[src/rtl/bram_port_arbiter.sv]
// Round-robin arbiter sharing one BRAM port among NUM_REQ requesters, with lock support and read tagging.
// Optional macro BRAM_ARB_RSP_REG_EN registers rsp_valid/rsp_rdata once more (read latency 3 instead of 2).
module bram_port_arbiter #(
    parameter int NUM_REQ    = 4,
    parameter int ADDR_WIDTH = 10,
    parameter int DATA_WIDTH = 18,
    parameter int MAX_LOCK   = 8
) (
    input  logic                          clk,
    input  logic                          reset_n,
    input  logic [NUM_REQ-1:0]            req_valid,
    output logic [NUM_REQ-1:0]            req_ready,
    input  logic [NUM_REQ-1:0]            req_we,
    input  logic [NUM_REQ-1:0]            req_lock,
    input  logic [NUM_REQ*ADDR_WIDTH-1:0] req_addr,
    input  logic [NUM_REQ*DATA_WIDTH-1:0] req_wdata,
    output logic [NUM_REQ-1:0]            rsp_valid,
    output logic [DATA_WIDTH-1:0]         rsp_rdata,
    output logic                          REN,
    output logic                          WEN,
    output logic [ADDR_WIDTH-1:0]         ADDR,
    output logic [DATA_WIDTH-1:0]         WDATA,
    input  logic [DATA_WIDTH-1:0]         RDATA
);
    localparam int PW = $clog2(NUM_REQ);

    logic [PW-1:0]      ptr;
    logic [PW-1:0]      ptr_next;
    logic [PW-1:0]      gnt_idx;
    logic [PW-1:0]      scan_idx;
    logic               gnt;
    logic [7:0]         lock_cnt;
    logic [8:0]         lock_inc;
    logic               keep_lock;
    logic [PW-1:0]      cmd_tag;
    logic [PW-1:0]      rsp_tag;
    logic               rsp_pend;
    logic [NUM_REQ-1:0] rsp_oh;

    // Rotating search starting at ptr; first valid requester wins.
    always_comb begin
        gnt      = 1'b0;
        gnt_idx  = '0;
        scan_idx = '0;
        for (int k = 0; k < NUM_REQ; k++) begin
            scan_idx = PW'((int'(ptr) + k) % NUM_REQ);
            if (!gnt && req_valid[scan_idx]) begin
                gnt     = 1'b1;
                gnt_idx = scan_idx;
            end
        end
        gnt = gnt & reset_n;
    end

    always_comb begin
        req_ready = '0;
        if (gnt) begin
            req_ready[gnt_idx] = 1'b1;
        end
    end

    assign lock_inc  = {1'b0, lock_cnt} + 9'd1;
    assign keep_lock = req_lock[gnt_idx] && (lock_inc < 9'(MAX_LOCK));
    assign ptr_next  = (int'(gnt_idx) == NUM_REQ - 1) ? '0 : gnt_idx + PW'(1);

    always_ff @(posedge clk or negedge reset_n) begin
        if (!reset_n) begin
            ptr      <= '0;
            lock_cnt <= '0;
            REN      <= 1'b0;
            WEN      <= 1'b0;
            ADDR     <= '0;
            WDATA    <= '0;
            cmd_tag  <= '0;
            rsp_pend <= 1'b0;
            rsp_tag  <= '0;
        end else begin
            // REN doubles as the read-pending flag of the command stage.
            rsp_pend <= REN;
            rsp_tag  <= cmd_tag;
            if (gnt) begin
                REN     <= ~req_we[gnt_idx];
                WEN     <= req_we[gnt_idx];
                ADDR    <= req_addr[int'(gnt_idx)*ADDR_WIDTH +: ADDR_WIDTH];
                WDATA   <= req_wdata[int'(gnt_idx)*DATA_WIDTH +: DATA_WIDTH];
                cmd_tag <= gnt_idx;
                if (keep_lock) begin
                    ptr      <= gnt_idx;
                    lock_cnt <= lock_inc[7:0];
                end else begin
                    ptr      <= ptr_next;
                    lock_cnt <= '0;
                end
            end else begin
                REN      <= 1'b0;
                WEN      <= 1'b0;
                lock_cnt <= '0;
            end
        end
    end

    assign rsp_oh = rsp_pend ? (NUM_REQ'(1) << rsp_tag) : '0;

`ifdef BRAM_ARB_RSP_REG_EN
    always_ff @(posedge clk or negedge reset_n) begin
        if (!reset_n) begin
            rsp_valid <= '0;
            rsp_rdata <= '0;
        end else begin
            rsp_valid <= rsp_oh;
            rsp_rdata <= rsp_pend ? RDATA : '0;
        end
    end
`else
    assign rsp_valid = rsp_oh;
    assign rsp_rdata = rsp_pend ? RDATA : '0;
`endif

endmodule

[config.mk]
export PLATFORM = sky130hd
export DESIGN_NAME = bram_port_arbiter
export DESIGN_NICKNAME = d
export VERILOG_FILES = /design/src/rtl/bram_port_arbiter.sv
export SDC_FILE = /design/constraint.sdc
export NUM_CORES = 1
export LEC_CHECK = 0
export CORE_ASPECT_RATIO = 0.75
export CORE_MARGIN = 1
export CORE_UTILIZATION = 35
export DETAILED_ROUTE_END_ITERATION = 6
export PLACE_DENSITY = 0.85
export SLEW_MARGIN = 0
export SYNTH_ARGS = -nofsm -noshare
export SYNTH_HDL_FRONTEND = slang
export SYNTH_SLANG_ARGS = --single-unit
[constraint.sdc]
create_clock -name clk -period 5 [get_ports clk]
set_input_delay 0.5 -clock clk [delete_from_list [all_inputs] [get_ports clk]]
set_output_delay 0.5 -clock clk [all_outputs]
set_load 0.02 [all_outputs]
==> flow_summary_export.csv <==
group,metric,value,unit
synthesis,yosys_warnings,0,
floorplan,top_level_ports,200,
timing,setup_viol,0,
clock_network,cts_resized,0,
global_route,track_usage,0.227,
floorplan,die_h,82.2,µm
place,port_buffers,199,
synthesis,synthTopCellsByArea,"dfrtp_1, a211oi_1, and3_1",
global_route,grt_pass1_wl,15.6,mm
power_and_ir_drop,net-switching-power,0.772,mW
critical_path,crit_path_top_cell_by_count,"clkdlybuf4s50_1",
synthesis,synth.top_cell.area_share,0.375,
clock_network,clkSlewWorstSetupHoldPaths,0.06,ns
run,max-cap-violations,0,
detailed_routing,vias,3364,
global_route,groute.layer.met1.usage,0.276,
timing,finalWorstPathRequiredPeriod,3.72,ns
timing,final_period_util,0.743,
synthesis,count_of_state_elements_after_synthesis,45,
floorplan,die_footprint,8960,µm²
floorplan,row_cnt,28,
critical_path,path_max_fanout,32,
status,outcome,"finished clean",
global_route,use_met2,0.397,
cells_and_area,layout-drive-gt1-share,0.0497,
synthesis,syn_area_per_cell,8.84,µm²
critical_path,start_kind,"input pin",
synthesis,postSynthCellCount,340,
synthesis,synth_seq_area_share,0.375,
global_route,groute.layer.met3.usage,0.0730,
critical_path,crit_chain,"clkdlybuf4s50_1, mux2i_1, o2bb2ai_2, nor2_4, inv_2, ha_1, and2_1, clkdlybuf4s50_1",
power_and_ir_drop,power.density_cell_area,374,nW/µm²
detailed_routing,post_drt_wl_per_cell,16.7,µm
clock_network,cts_root_buf,"clkbuf_16",
worst_hold_path,min-delay-path-class,"input pin to asynchronous set/reset pin",
timing,timing.setup.tns,0,ns
floorplan,placeableCoreArea,8090,µm²
power_and_ir_drop,p_comb_frac,0.548,
timing,worst_clock_skew,0.00592,ns
detailed_routing,drt_iter0_drc,164,
detailed_routing,detail_route.wirelength,10.5,mm
critical_path,endpoint_kind,"output port",
detailed_routing,drt-pass1-iter-count,4,
power_and_ir_drop,p_sw_frac,0.396,
power_and_ir_drop,irDropWorstVdd,0.230,mV
timing,max_freq,0.269,GHz
place,routabilityCongestion,0.812,
clock_network,cts_tree,"built",
timing,maxSlewHeadroom,0.590,
floorplan,fp.dieW,109,µm
synthesis,synth-edff-count,0,
floorplan,initial_utilization,0.371,
synthesis,post_synth_most_frequent_cells,"a211oi_1, and3_1, dfrtp_1",
critical_path,critical_path_required,4.50,ns
power_and_ir_drop,total_leakage_power,2.22,nW
critical_path,critical-path-slowest-cell,"clkdlybuf4s50_1",
timing,transition_time_at_the_pin_with_the_least_slew_margin,0.614,ns
cells_and_area,design_area,5220,µm²
detailed_routing,mean_number_of_vias_per_cell,5.36,
place,number_of_placed_cells_counting_well_taps,620,
synthesis,synth-main-ff-cell,"dfrtp_1",
cells_and_area,stdcell_count,628,
timing,timing_hold_violations_final,0,
synthesis,async_flop_share,1.00,
synthesis,synth.largest_area_cell,"dfrtp_1",
power_and_ir_drop,cellInternalPower,1.18,mW
clock_network,clockBufferDepth,2,
clock_network,postCtsSetupRepairBufs,0,
timing,grt_setup_unrepaired,"no",
clock_network,numCtsBuffers,5,
cells_and_area,area_delta_synth_final,73.6,%
place,sum_of_net_half_perimeters_after_detailed_placement,7.67,mm
detailed_routing,ant_nets,0,
synthesis,netlist_area,3000,µm²
global_route,antenna_found_initial,0,
power_and_ir_drop,clock_power_share,0.177,
detailed_routing,remaining_drc_errors,0,
global_route,busiest_layer_in_global_routing,"met2",
clock_network,numClockSinks,45,
cells_and_area,number_of_diodes,0,
synthesis,ys_types,44,
clock_network,insertion_delay,0.28,ns
critical_path,max_stage_delay,0.65,ns
timing,final_max_slew_viol_count,0,
global_route,grt_pass1_vias,3157,
power_and_ir_drop,seq_power_share,0.276,
clock_network,hold_buffers,0,
place,cell_area_reported_after_detailed_placement,5060,µm²
global_route,grt_remaining_overflow,0,
critical_path,timing.critical_path.arrival,3.22,ns
cells_and_area,num-nets-final,671,
critical_path,worst-setup-path-type,"input pin to output port",
global_route,grt_max_degree,64,
clock_network,cts.htree.levels,2,
[layout by cell type, fill, tap and decap left out, types with 2 or more instances in the layout]
cell and instances:
nor3b_1 3, clkdlybuf4s50_1 198, nor2_1 3, and3_1 59, inv_1 2, dfrtp_1 45, o21ai_0 2, o31ai_1 29
nand2_1 36, mux2i_1 2, a21oi_1 3, ha_1 5, nand3_1 3, a211oi_1 59, buf_4 6, clkinv_1 2
conb_1 5, inv_2 3, clkbuf_8 2, nor3_1 4, clkbuf_16 5, and2_1 23
[final timing paths]
kind | cells after the start | to | startpoint | slack [ns]
min in group clk | 0 | rsp_tag[0] | cmd_tag[0] | 0.39
worst max register to register | 6 | ptr[0] | ptr[1] | 2.37
worst min-delay path | 2 | WDATA[12] | reset_n | 0.38
worst min register to register | 0 | rsp_tag[0] | cmd_tag[0] | 0.39
max in group asynchronous | 2 | rsp_tag[0] | reset_n | 4.20
worst max-delay path | 8 | req_ready[2] | req_valid[3] | 1.28
[critical path: cells and delay by family]
kind / cells / cell delay, ns
AOI/OAI and AO/OA: 1 / 0.18
adders and majority gates: 1 / 0.30
buffers and inverters: 3 / 1.55
muxes: 1 / 0.19
and+or+nand+nor: 2 / 0.50
[sequential cells by signal, indices dropped and copies added, names as in the netlist]
| name | flops |
|---|---|
| WDATA | 18 |
| ADDR | 10 |
| lock_cnt | 8 |
| cmd_tag | 2 |
| ptr | 2 |
| rsp_tag | 2 |
| REN | 1 |
| WEN | 1 |
| rsp_pend | 1 |
[cell type report]
type,count,area [µm²]
Fill cell,660,2880
Timing Repair Buffer,205,2030
Multi-Input combinational cell,258,1740
Sequential cell,45,1130
Clock buffer,7,153
Tap cell,105,131
Inverter,7,26.3
Clock inverter,1,5.00
[power groups by stage]
stage                     combinational (mW)  clock [mW]  sequential (mW)
after CTS                               1.08       0.352            0.539
final                                   1.07       0.344            0.538
after global placement                  1.04           0            0.540
after global routing                    1.16       0.370            0.555
after detailed placement                1.07           0            0.545
after floorplan                        0.508           0            0.637
[metal layers]
| layer | vias to the layer above | wire [µm] |
|---|---|---|
| met5 | - | 0 |
| met4 | 0 | 57 |
| met3 | 6 | 1140 |
| met2 | 163 | 4930 |
| met1 | 1561 | 4330 |
| li1 | 1634 | - |
[stage by stage]
step	hold slack, ns	utilization	setup slack (ns)	power [mW]
final	0.378	0.645	1.28	1.95
after global routing	0.409	0.645	1.09	2.08
after CTS	0.393	0.645	1.27	1.97
after detailed placement	0.380	0.625	1.29	1.62
after global placement	0.361	0.625	1.39	1.58
after floorplan	0.204	-	2.64	1.14
[logic make-up after synthesis]
kind of cell | share of synthesized area
multiplexers | 0.0142
flip-flops | 0.375
adder cells (fa/ha/maj) | 0.0208
AND/OR/NAND/NOR | 0.254
other | 0.00125
AO/OA/AOI/OAI | 0.276
XOR/XNOR | 0.00292
buffers and inverters | 0.0562
Power figures use the tool's default switching activity.
